===== src/rtl/pipe_skid_reg.sv =====
// Pipeline register stage with a valid/ready handshake and a 2-entry skid buffer.
// in_ready, out_valid and count are flops, so a downstream stall reaches
// upstream only through a register.
module pipe_skid_reg #(
    parameter int unsigned          DATA_WIDTH = 32,
    parameter logic [DATA_WIDTH-1:0] RST_VAL   = {DATA_WIDTH{1'b0}},
    parameter bit                   CLR_DATA   = 1'b1
) (
    input  logic                  clk,
    input  logic                  rst_n,
    input  logic                  flush,
    input  logic                  in_valid,
    output logic                  in_ready,
    input  logic [DATA_WIDTH-1:0] in_data,
    output logic                  out_valid,
    input  logic                  out_ready,
    output logic [DATA_WIDTH-1:0] out_data,
    output logic [1:0]            count
);

    localparam int unsigned CNT_W = 2;

    // The encoding is the number of entries held.
    typedef enum logic [CNT_W-1:0] {
        EMPTY = 2'd0,
        ONE   = 2'd1,
        FULL  = 2'd2
    } state_t;

    state_t                state;
    state_t                state_nxt;
    logic [DATA_WIDTH-1:0] main_data;
    logic [DATA_WIDTH-1:0] skid_data;
    logic                  main_ld;
    logic                  main_from_skid;
    logic                  skid_ld;
    logic                  clr_data;
    logic                  in_fire;
    logic                  out_fire;

    assign in_fire  = in_valid & in_ready;
    assign out_fire = out_valid & out_ready;
    assign out_data = main_data;

    // Next-state and data-register load enables.
    always_comb begin
        state_nxt      = state;
        main_ld        = 1'b0;
        main_from_skid = 1'b0;
        skid_ld        = 1'b0;
        clr_data       = 1'b0;
        if (flush) begin
            state_nxt = EMPTY;
            clr_data  = CLR_DATA;
        end else begin
            unique case (state)
                EMPTY: begin
                    if (in_fire) begin
                        main_ld   = 1'b1;
                        state_nxt = ONE;
                    end
                end
                ONE: begin
                    if (in_fire && out_fire) begin
                        main_ld = 1'b1;
                    end else if (in_fire) begin
                        skid_ld   = 1'b1;
                        state_nxt = FULL;
                    end else if (out_fire) begin
                        state_nxt = EMPTY;
                    end
                end
                FULL: begin
                    if (out_fire) begin
                        main_ld        = 1'b1;
                        main_from_skid = 1'b1;
                        state_nxt      = ONE;
                    end
                end
                default: state_nxt = EMPTY;
            endcase
        end
    end

    // State register plus handshake flops decoded from the next state.
    always_ff @(posedge clk or negedge rst_n) begin
        if (!rst_n) begin
            state     <= EMPTY;
            in_ready  <= 1'b1;
            out_valid <= 1'b0;
            count     <= '0;
        end else begin
            state     <= state_nxt;
            in_ready  <= (state_nxt != FULL);
            out_valid <= (state_nxt != EMPTY);
            count     <= CNT_W'(state_nxt);
        end
    end

    // Main and skid data registers; written only on the listed transitions.
    always_ff @(posedge clk or negedge rst_n) begin
        if (!rst_n) begin
            main_data <= RST_VAL;
            skid_data <= RST_VAL;
        end else if (clr_data) begin
            main_data <= RST_VAL;
            skid_data <= RST_VAL;
        end else begin
            if (main_ld) begin
                main_data <= main_from_skid ? skid_data : in_data;
            end
            if (skid_ld) begin
                skid_data <= in_data;
            end
        end
    end

endmodule


===== config.mk =====
export PLATFORM = sky130hd
export DESIGN_NAME = pipe_skid_reg
export DESIGN_NICKNAME = d
export VERILOG_FILES = /design/src/rtl/pipe_skid_reg.sv
export SDC_FILE = /design/constraint.sdc
export NUM_CORES = 1
export LEC_CHECK = 0
export BUFFER_PORTS_ARGS = -buffer_cell sky130_fd_sc_hd__buf_4
export CORE_MARGIN = 3
export CORE_UTILIZATION = 48
export DETAILED_ROUTE_END_ITERATION = 12
export GPL_ROUTABILITY_DRIVEN = 1
export PLACE_DENSITY = 0.74
export REMOVE_ABC_BUFFERS = 1
export SLEW_MARGIN = 20
export SYNTH_ARGS = -nofsm -noshare
export SYNTH_HDL_FRONTEND = slang
export SYNTH_SLANG_ARGS = --single-unit

===== constraint.sdc =====
create_clock -name clk -period 1.7 [get_ports clk]
set_clock_uncertainty 0.05 [all_clocks]
set_input_delay 0.17 -clock clk [delete_from_list [all_inputs] [get_ports clk]]
set_output_delay 0.17 -clock clk [all_outputs]
set_load 0.02 [all_outputs]

==> results of run 1 <==
[timing repair]
| action | CTS | global route |
|---|---|---|
| hold buffers | 1 | 0 |
| pin swaps | 1 | 7 |
| setup endpoints to repair | 3 | 45 |
| cloned | 1 | 1 |
| endpoints found under the hold margin | 35 | 0 |
| gates resized for setup | 2 | 23 |
| buffers inserted | 0 | 4 |
[path summary, 6_finish.rpt]
| path | to | slack [ps] | cells past startpoint |
|---|---|---|---|
| setup / recovery | out_data[7]$_DFFE_PN0P_ | 40 | 6 |
| hold / removal | skid_data[31]$_DFFE_PN0P_ | 30 | 3 |
| setup reg to reg | out_data[7]$_DFFE_PN0P_ | 40 | 6 |
| hold reg to reg | skid_data[15]$_DFFE_PN0P_ | 470 | 2 |
| max in group asynchronous | out_data[5]$_DFFE_PN0P_ | 640 | 3 |
| min in group asynchronous | out_data[8]$_DFFE_PN0P_ | 280 | 2 |
[cell usage in the layout (no fill, tap or decap)]
master         netlist  layout
and3b_1              1       1
buf_16               0       1
nand2_2              0       1
nor2b_1              1       1
mux2_2               1       1
a21oi_1             33      33
bufinv_16            0       4
nor2_1              36      36
dfstp_2              1       1
nand3_1              1       1
clkinvlp_4           0       1
clkbuf_1            16       1
a211oi_1            32      14
nor3_4               0       1
nand4b_1             1       1
a21o_1               1       1
clkinv_4             0       1
buf_12               0       7
dfrtp_1             67      67
a21bo_2              1       1
a211oi_2             0      18
nand2_1             67      66
o311ai_4             1       1
dlygate4sd3_1        0       1
buf_6                0       2
inv_1                1       1
nand4bb_1            1       1
clkbuf_16            0       1
clkbuf_8             0       9
buf_4                0      81
o22a_1               1       1
mux2i_1             32      32
[kinds of logic after synthesis]
logic type | after synthesis | share of synthesized area (%)
compound gates | 69 | 15.1
buf+inv | 25 | 3.42
flops | 68 | 56.1
mux | 33 | 10.9
simple gates | 109 | 14.4
[per-layer routing]
layer | share of wire, % | vias up | track usage [%]
met5 | 0 | - | 0
met4 | 1.0 | 0 | 7.34
met3 | 4.9 | 10 | 4.13
met2 | 49 | 72 | 32.7
met1 | 45 | 1228 | 28.2
li1 | - | 1215 | -
[where the power goes]
part           switching (mW)  internal (mW)
Sequential             0.0904           1.77
Clock                   0.632           1.13
Combinational           0.622          0.520
Total                    1.34           3.42
[state kept, by name (all words and copies together) (netlist names)]
name	cells
out_data	32
skid_data	32
state	2
in_ready	1
out_valid	1
[final cells by class]
cell class              count  area, µm²  share of cell area [%]
clock buffers              10        128                    3.02
clock inverters             6        136                    3.23
inverters                   1       3.75                  0.0889
multi-input cells         211       1330                    31.4
flip-flops and latches     68       1700                    40.3
well taps                  75       93.8                    2.22
repair buffers             93        833                    19.7
[worst reg2reg max path, stage by stage (launching register included)]
cell	delay, ps
dfstp_2	560
nand2_2	70
o311ai_4	290
buf_12	170
clkbuf_16	160
nor2_1	40
a211oi_1	210
[metrics by stage]
stage	worst slack (ps)	area, µm²	util [%]	hold slack (ps)
2_1_floorplan	-2010	2930	-	-176
3_3_place_gp	68.3	3730	61.9	115
3_5_place_dp	3.84	3730	61.9	116
4_1_cts	11.1	4040	67.1	8.61
5_1_grt	-38.7	4220	70.1	16.6
6_report	39.8	4220	70.1	27.6
==> impl_metrics.env, run 1 <==
export IMPL_io_buffers=72
export IMPL_crit_start="in_ready$_DFF_PN1_"
export IMPL_cts_tree="built"
export IMPL_die_w_um=85.5
export IMPL_nFillCells=450
export IMPL_grt_max_degree=38
export IMPL_clockRootBuffer="clkbuf_8"
export IMPL_grt_pass1_vias=2388
export IMPL_drt_pass1_iterations=4
export IMPL_hp_start="in_data[31]"
export IMPL_fin_crit_ps=1660
export IMPL_syn2layout_area_growth_pct=39.2
export IMPL_grt_ovfl_total=0
export IMPL_power_mw=4.76
export IMPL_viasPerCell=5.44
export IMPL_relSlewSlack_pct=68.2
export IMPL_synth_area_leaders="dfrtp_1, mux2i_1, nand2_1"
export IMPL_ys_seq_area_share_pct=56.1
export IMPL_min_path_type="input pin to flip-flop"
export IMPL_p_per_area_nw_per_um2=1130
export IMPL_avgSynthCellArea_um2=9.98
export IMPL_cts_path_max_buffers=2
export IMPL_finalHoldViolCount=0
export IMPL_finalSetupViolCount=0
export IMPL_cp_arrival_ps=1850
export IMPL_cp_required_ps=1890
export IMPL_max_freq_mhz=602
export IMPL_h_tree_depth=3
export IMPL_ys_types=21
export IMPL_period_share_pct=97.7
export IMPL_dp_cells=441
export IMPL_netlist_area_leader_share_pct=55.3
export IMPL_end_kind="flip-flop"
export IMPL_gp_congestion=0.782
export IMPL_synth_edf_count=0
export IMPL_path_class="flip-flop to flip-flop"
export IMPL_stdcell_count=464
export IMPL_wl_um=7410
export IMPL_grt_pass1_wl_um=11800
export IMPL_nets=421
export IMPL_dr_total_vias=2525
export IMPL_dp_hpwl_um=4500
export IMPL_yosysTopAreaCell="dfrtp_1"
export IMPL_drt_iter0_markers=129
export IMPL_die_area_um2=7310
export IMPL_worstMarginPinSlew_ps=476
export IMPL_slew_viol_final=0
export IMPL_drive_above_1_share_pct=33.7
export IMPL_fp_dieH_um=85.5
export IMPL_cp_slowest_cell="dfstp_2"
export IMPL_grtUsageTotal_pct=20.6
export IMPL_ant_nets=0
export IMPL_path_delay_family="flip-flops"
export IMPL_crit_fanout=11
export IMPL_critPathBufInv=2
export IMPL_diodes=0
export IMPL_rr_startpoint="in_ready$_DFF_PN1_"
export IMPL_startpoint_type="flip-flop"
export IMPL_initial_core_util_pct=50.3
export IMPL_cts_sinks=68
export IMPL_path_cells="nand2_2 > o311ai_4 > buf_12 > clkbuf_16 > nor2_1 > a211oi_1"
export IMPL_synthCells=304
export IMPL_coreArea_um2=6030
export IMPL_wire_per_inst_um=16.0
export IMPL_synth_main_ff_cell="dfrtp_1"
export IMPL_cap_violations=0
export IMPL_p_leak_nw=2.13
export IMPL_synth_commonest_cells="dfrtp_1, nand2_1, nor2_1"
export IMPL_synthArstFlopShare_pct=100
export IMPL_rows=28
export IMPL_clk_pin_slew_ps=80
export IMPL_grt_antenna_before_repair=0
export IMPL_netlist_area_um2=3030
export IMPL_tns_ps=0
export IMPL_status="completed"
export IMPL_drc=0
export IMPL_cts_buffers=9
export IMPL_slowest_delay_ps=560
export IMPL_yosysWarnings=0
export IMPL_clk_latency_ps=330
export IMPL_yosys_register_bits=68
export IMPL_vdd_drop_max_mv=0.702
export IMPL_io_pin_count=73
No activity file was read; power rests on OpenSTA's default activity.
==> run 2: changes to the inputs <==
--- a/config.mk
+++ b/config.mk
@@ -10,7 +10,7 @@
 export CORE_UTILIZATION = 48
 export DETAILED_ROUTE_END_ITERATION = 12
 export GPL_ROUTABILITY_DRIVEN = 1
-export PLACE_DENSITY = 0.74
+export PLACE_DENSITY = 0.76
 export REMOVE_ABC_BUFFERS = 1
 export SLEW_MARGIN = 20
 export SYNTH_ARGS = -nofsm -noshare
==> run 2 against run 1 <==
Against the previous run: sequential power hardly changed; register-to-register slack hardly changed; flip-flop and latch count stayed put; clock-buffer cell count is 3 higher; routed wire length is 0.53% higher; critical path type unchanged; largest cell class unchanged; highest routed layer unchanged.
==> impl_metrics.env, run 2 (same netlist as run 1, synthesis figures left out) <==
export IMPL_end_kind="flip-flop"
export IMPL_reg2reg_to="out_data[25]$_DFFE_PN0P_"
export IMPL_path_class="flip-flop to flip-flop"
export IMPL_wl_um=7450
export IMPL_stdcell_count=465
export IMPL_wire_per_inst_um=16.0
export IMPL_cts_sinks=68
export IMPL_die_area_um2=7310
export IMPL_grtUsageTotal_pct=21.0
export IMPL_cp_slowest_cell="dfrtp_1"
export IMPL_cts_buffers=9
export IMPL_clockRootBuffer="clkbuf_8"
export IMPL_initial_core_util_pct=50.3
export IMPL_drt_iter0_markers=188
export IMPL_drc=0
export IMPL_cts_tree="built"
export IMPL_clk_latency_ps=330
export IMPL_vdd_drop_max_mv=0.684
export IMPL_coreArea_um2=6030
export IMPL_tns_ps=0
export IMPL_cp_arrival_ps=1840
export IMPL_holdWs_ps=27.1
export IMPL_fin_crit_ps=1650
export IMPL_hp_start="in_data[22]"
export IMPL_grt_max_degree=38
export IMPL_rows=28
export IMPL_grt_pass1_vias=2497
export IMPL_rr_worst_depth=7
export IMPL_cap_violations=0
export IMPL_nFillCells=455
export IMPL_multi_input_area_um2=1270
export IMPL_nets=422
export IMPL_die_w_um=85.5
export IMPL_dp_cells=440
export IMPL_grt_antenna_before_repair=0
export IMPL_rsz0062_at_grt="true"
export IMPL_relSlewSlack_pct=69.1
export IMPL_dr_total_vias=2514
export IMPL_io_buffers=72
export IMPL_drive_above_1_share_pct=31.3
export IMPL_fp_dieH_um=85.5
export IMPL_r2r_slack_ps=50
export IMPL_pre_cts_ws_ps=-50.1
export IMPL_cp_required_ps=1890
export IMPL_finalHoldViolCount=0
export IMPL_h_tree_depth=3
export IMPL_p_leak_nw=2.09
export IMPL_min_to="skid_data[22]$_DFFE_PN0P_"
export IMPL_drt_pass1_iterations=4
export IMPL_slowest_delay_ps=370
export IMPL_layout_common_cells="buf_4, nand2_1, dfrtp_1"
export IMPL_startpoint_type="flip-flop"
export IMPL_diodes=0
export IMPL_final_common_cell="buf_4"
export IMPL_register_area_um2=1700
export IMPL_gp_congestion=0.749
export IMPL_io_pin_count=73
export IMPL_finalSetupViolCount=0
export IMPL_ant_nets=0
export IMPL_holdPathStages=3
export IMPL_viasPerCell=5.41
export IMPL_path_cells="buf_4 > nand4bb_1 > o311ai_4 > buf_4 > buf_12 > nor2_1 > a211oi_1"
export IMPL_cpMostUsedCell="buf_4"
export IMPL_rr_startpoint="state[0]$_DFF_PN0_"
export IMPL_p_per_area_nw_per_um2=1030
export IMPL_max_freq_mhz=607
export IMPL_period_share_pct=96.8
export IMPL_syn2layout_area_growth_pct=34.7
export IMPL_worstMarginPinSlew_ps=464
export IMPL_crit_fanout=13
export IMPL_grt_ovfl_total=0
export IMPL_clk_pin_slew_ps=80
export IMPL_status="completed"
export IMPL_cts_path_max_buffers=2
export IMPL_slew_viol_final=0
export IMPL_grt_pass1_wl_um=12200
export IMPL_dp_hpwl_um=4630
export IMPL_fin_ws_ps=53.6
export IMPL_min_path_type="input pin to flip-flop"
## run 2: cell types whose count changed in the layout (fill, tap and decap cells not counted), sizes merged
| cell | before | now |
|---|---|---|
| clkbuf | 11 | 14 |
| bufinv | 4 | 0 |
| clkinvlp | 1 | 2 |
| bufbuf | 0 | 1 |
## run 2: how the worst max path moves through the flow
stage	startpoint	to	slack, ps	cells after the start
after floorplan	state[1]$_DFF_PN0_	out_data[0]$_DFFE_PN0P_	-2010	4
after global placement	state[1]$_DFF_PN0_	out_data[21]$_DFFE_PN0P_	70	4
after detailed placement	state[1]$_DFF_PN0_	out_data[14]$_DFFE_PN0P_	-50	5
after CTS	state[1]$_DFF_PN0_	out_data[14]$_DFFE_PN0P_	2	6
after global routing	state[0]$_DFF_PN0_	out_data[3]$_DFFE_PN0P_	-40	7
final	state[0]$_DFF_PN0_	out_data[25]$_DFFE_PN0P_	50	7
## run 2: per-layer routing
layer	track usage, %	routed length [µm]
met5	0	0
met4	6.47	72
met3	4.42	442
met2	35.4	3750
met1	27.3	3190
## run 2: through the flow
stage | power [mW] | utilization [%] | instance area, µm²
final | 4.20 | 67.8 | 4090
after global routing | 4.41 | 67.8 | 4090
after CTS | 4.15 | 66.2 | 3990
after detailed placement | 2.86 | 62.0 | 3730
after global placement | 2.83 | 62.0 | 3730
after floorplan | 2.37 | - | 2930
## run 2: critical path, delay by kind of cell, from the launching register on
kind	cells	cell delay [ps]
buf+inv	3	480
flops	1	370
compound gates	2	350
simple gates	2	300
## run 2: what timing repair did
action                                 in CTS  in global routing
gates cloned                                1                  1
setup endpoints to repair                  22                 34
pin swaps                                   2                  0
buffers inserted                            3                  3
hold buffers                                1                  0
gates resized for setup                     0                 12
endpoints found under the hold margin      33                  0
## run 2: layout make-up
cell class	instances	share of cell area, %
inverter	1	0.0919
clock inverter	3	0.490
timing repair buffer	94	20.2
sequential	68	41.7
multi-input combinational	211	31.1
clock buffer	13	4.13
tap	75	2.30
## run 2: where the power goes
group          internal (mW)  switching, mW  total, mW
clock                  0.648          0.601       1.25
sequential              1.77         0.0918       1.86
combinational          0.496          0.590       1.09
==> run 3: changes to the inputs <==
--- a/config.mk
+++ b/config.mk
@@ -5,7 +5,7 @@
 export SDC_FILE = /design/constraint.sdc
 export NUM_CORES = 1
 export LEC_CHECK = 0
-export BUFFER_PORTS_ARGS = -buffer_cell sky130_fd_sc_hd__buf_4
+export BUFFER_PORTS_ARGS = -buffer_cell sky130_fd_sc_hd__buf_2
 export CORE_MARGIN = 3
 export CORE_UTILIZATION = 48
 export DETAILED_ROUTE_END_ITERATION = 12
@@ -16,3 +16,4 @@
 export SYNTH_ARGS = -nofsm -noshare
 export SYNTH_HDL_FRONTEND = slang
 export SYNTH_SLANG_ARGS = --single-unit
+export TNS_END_PERCENT = 5
==> run 3 against run 2 <==
Against the previous run: the run now ends with setup timing left; combinational power is 4% higher; final cell count is 0.65% higher; worst setup slack worse by 140 ps; sequential share of layout area is 0.94 points higher; non-clock buffer count is 5 higher; global-route usage is 0.96 points lower; maximum frequency is 7.7% lower; register-to-register slack worse by 140 ps; largest power group unchanged.
==> impl_metrics.env, run 3 (same netlist as run 1, synthesis figures left out) <==
export IMPL_syn2layout_area_growth_pct=31.7
export IMPL_h_tree_depth=3
export IMPL_reg2reg_to="out_data[31]$_DFFE_PN0P_"
export IMPL_cts_path_max_buffers=2
export IMPL_grtUsageTotal_pct=20.0
export IMPL_path_delay_family="flip-flops"
export IMPL_path_cells="nand2_2 > o311ai_4 > buf_6 > buf_12 > buf_6 > a211oi_1"
export IMPL_period_share_pct=105
export IMPL_die_w_um=85.5
export IMPL_diodes=0
export IMPL_dr_total_vias=2564
export IMPL_holdPathStages=3
export IMPL_fin_crit_ps=1780
export IMPL_hp_start="in_data[23]"
export IMPL_ant_nets=0
export IMPL_critPathBufInv=3
export IMPL_cts_sinks=68
export IMPL_coreArea_um2=6030
export IMPL_status="finished with violations"
export IMPL_cap_violations=0
export IMPL_dp_hpwl_um=4190
export IMPL_initial_core_util_pct=50.3
export IMPL_rr_startpoint="in_ready$_DFF_PN1_"
export IMPL_crit_fanout=4
export IMPL_p_leak_nw=2.08
export IMPL_cts_tree="built"
export IMPL_p_per_area_nw_per_um2=1030
export IMPL_final_common_cell="buf_2"
export IMPL_io_pin_count=73
export IMPL_grt_pass1_vias=2456
export IMPL_slew_viol_final=0
export IMPL_relSlewSlack_pct=69.7
export IMPL_drc=0
export IMPL_rows=28
export IMPL_clk_latency_ps=330
export IMPL_drt_pass1_iterations=4
export IMPL_worstMarginPinSlew_ps=454
export IMPL_r2r_slack_ps=-80
export IMPL_drt_iter0_markers=127
export IMPL_cts_buffers=9
export IMPL_cp_slowest_cell="dfstp_2"
export IMPL_cp_arrival_ps=1940
export IMPL_layout_common_cells="buf_2, nand2_1, dfrtp_1"
export IMPL_end_kind="flip-flop"
export IMPL_max_freq_mhz=561
export IMPL_drive_above_1_share_pct=33.3
export IMPL_finalHoldViolCount=0
export IMPL_gp_congestion=0.830
export IMPL_fin_ws_ps=-83.9
export IMPL_dpl_instance_area_um2=3550
export IMPL_slowest_delay_ps=560
export IMPL_holdWs_ps=25.7
export IMPL_path_class="flip-flop to flip-flop"
export IMPL_nFillCells=488
export IMPL_nets=427
export IMPL_cpMostUsedCell="buf_6"
export IMPL_wire_per_inst_um=16.4
export IMPL_power_mw=4.11
export IMPL_failed_checks="setup timing"
export IMPL_rr_worst_depth=6
export IMPL_io_buffers=72
export IMPL_min_path_type="input pin to flip-flop"
export IMPL_wl_um=7660
export IMPL_rsz0062_at_grt="true"
export IMPL_finish_instance_area_um2=4000
export IMPL_clockRootBuffer="clkbuf_8"
export IMPL_die_area_um2=7310
export IMPL_finalSetupViolCount=32
export IMPL_min_to="skid_data[23]$_DFFE_PN0P_"
export IMPL_grt_max_degree=69
export IMPL_vdd_drop_max_mv=0.542
export IMPL_cp_required_ps=1850
export IMPL_fp_dieH_um=85.5
export IMPL_viasPerCell=5.48
export IMPL_grt_ovfl_total=0
export IMPL_clk_pin_slew_ps=70
export IMPL_grt_antenna_before_repair=0
export IMPL_grt_pass1_wl_um=11500
export IMPL_startpoint_type="flip-flop"
-- run 3: changes by cell type in the layout (fill, tap and decap cells not counted), sizes merged --
cell | before | now
clkbuf | 14 | 15
bufbuf | 1 | 0
clkinvlp | 2 | 0
buf | 91 | 94
clkinv | 1 | 3
-- run 3: power breakdown --
group,internal [mW],switching [mW]
Clock,0.546,0.570
Combinational,0.498,0.631
Sequential,1.77,0.0934
Total,2.82,1.29
-- run 3: worst max-delay path by stage --
stage	cells past startpoint	to	start	slack [ps]
floorplan	4	out_data[0]$_DFFE_PN0P_	state[1]$_DFF_PN0_	-2010
global placement	5	out_data[6]$_DFFE_PN0P_	in_ready$_DFF_PN1_	90
detailed placement	5	out_data[0]$_DFFE_PN0P_	in_ready$_DFF_PN1_	-1
CTS	5	out_data[25]$_DFFE_PN0P_	in_ready$_DFF_PN1_	3
global route	6	out_data[21]$_DFFE_PN0P_	in_ready$_DFF_PN1_	-130
finish	6	out_data[31]$_DFFE_PN0P_	in_ready$_DFF_PN1_	-80
-- run 3: repair_timing --
action / CTS / global route
buffers inserted: 0 / 5
gates cloned: 1 / 7
endpoints found under the setup margin: 2 / 56
pin swaps: 1 / 17
hold endpoints to repair: 67 / 0
hold buffers: 1 / 0
resized for setup: 0 / 20
-- run 3: layout make-up --
cell class                      instances  area, µm²  share of cell area (%)
Clock inverter                          3       15.0                   0.376
Tap cell                               75       93.8                    2.35
Sequential cell                        68       1700                    42.7
Clock buffer                           11        141                    3.54
Timing Repair Buffer                   99        757                    18.9
Multi-Input combinational cell        211       1280                    32.0
Inverter                                1       3.75                  0.0940
-- run 3: layer usage --
metal,routed length (µm),vias up,track usage [%]
li1,-,1223,-
met1,3250,1247,26.1
met2,3790,86,33.0
met3,522,8,5.19
met4,89,0,6.04
met5,0,-,0
-- run 3: metrics by stage --
| step | setup WS [ps] | setup TNS, ps | utilization [%] | instances |
|---|---|---|---|---|
| after detailed placement | -1.23 | -1.23 | 59.0 | 440 |
| final | -83.9 | -1960 | 66.3 | 468 |
| after global placement | 92.6 | 0 | 59.0 | 440 |
| after global routing | -129 | -3550 | 66.3 | 468 |
| after floorplan | -2010 | -77530 | - | 280 |
| after CTS | 2.73 | 0 | 62.3 | 456 |
-- run 3: worst register-to-register path, stage by stage, from the launching register on --
cell	delay (ps)
dfstp_2	560
nand2_2	80
o311ai_4	450
buf_6	200
buf_12	120
buf_6	130
a211oi_1	70
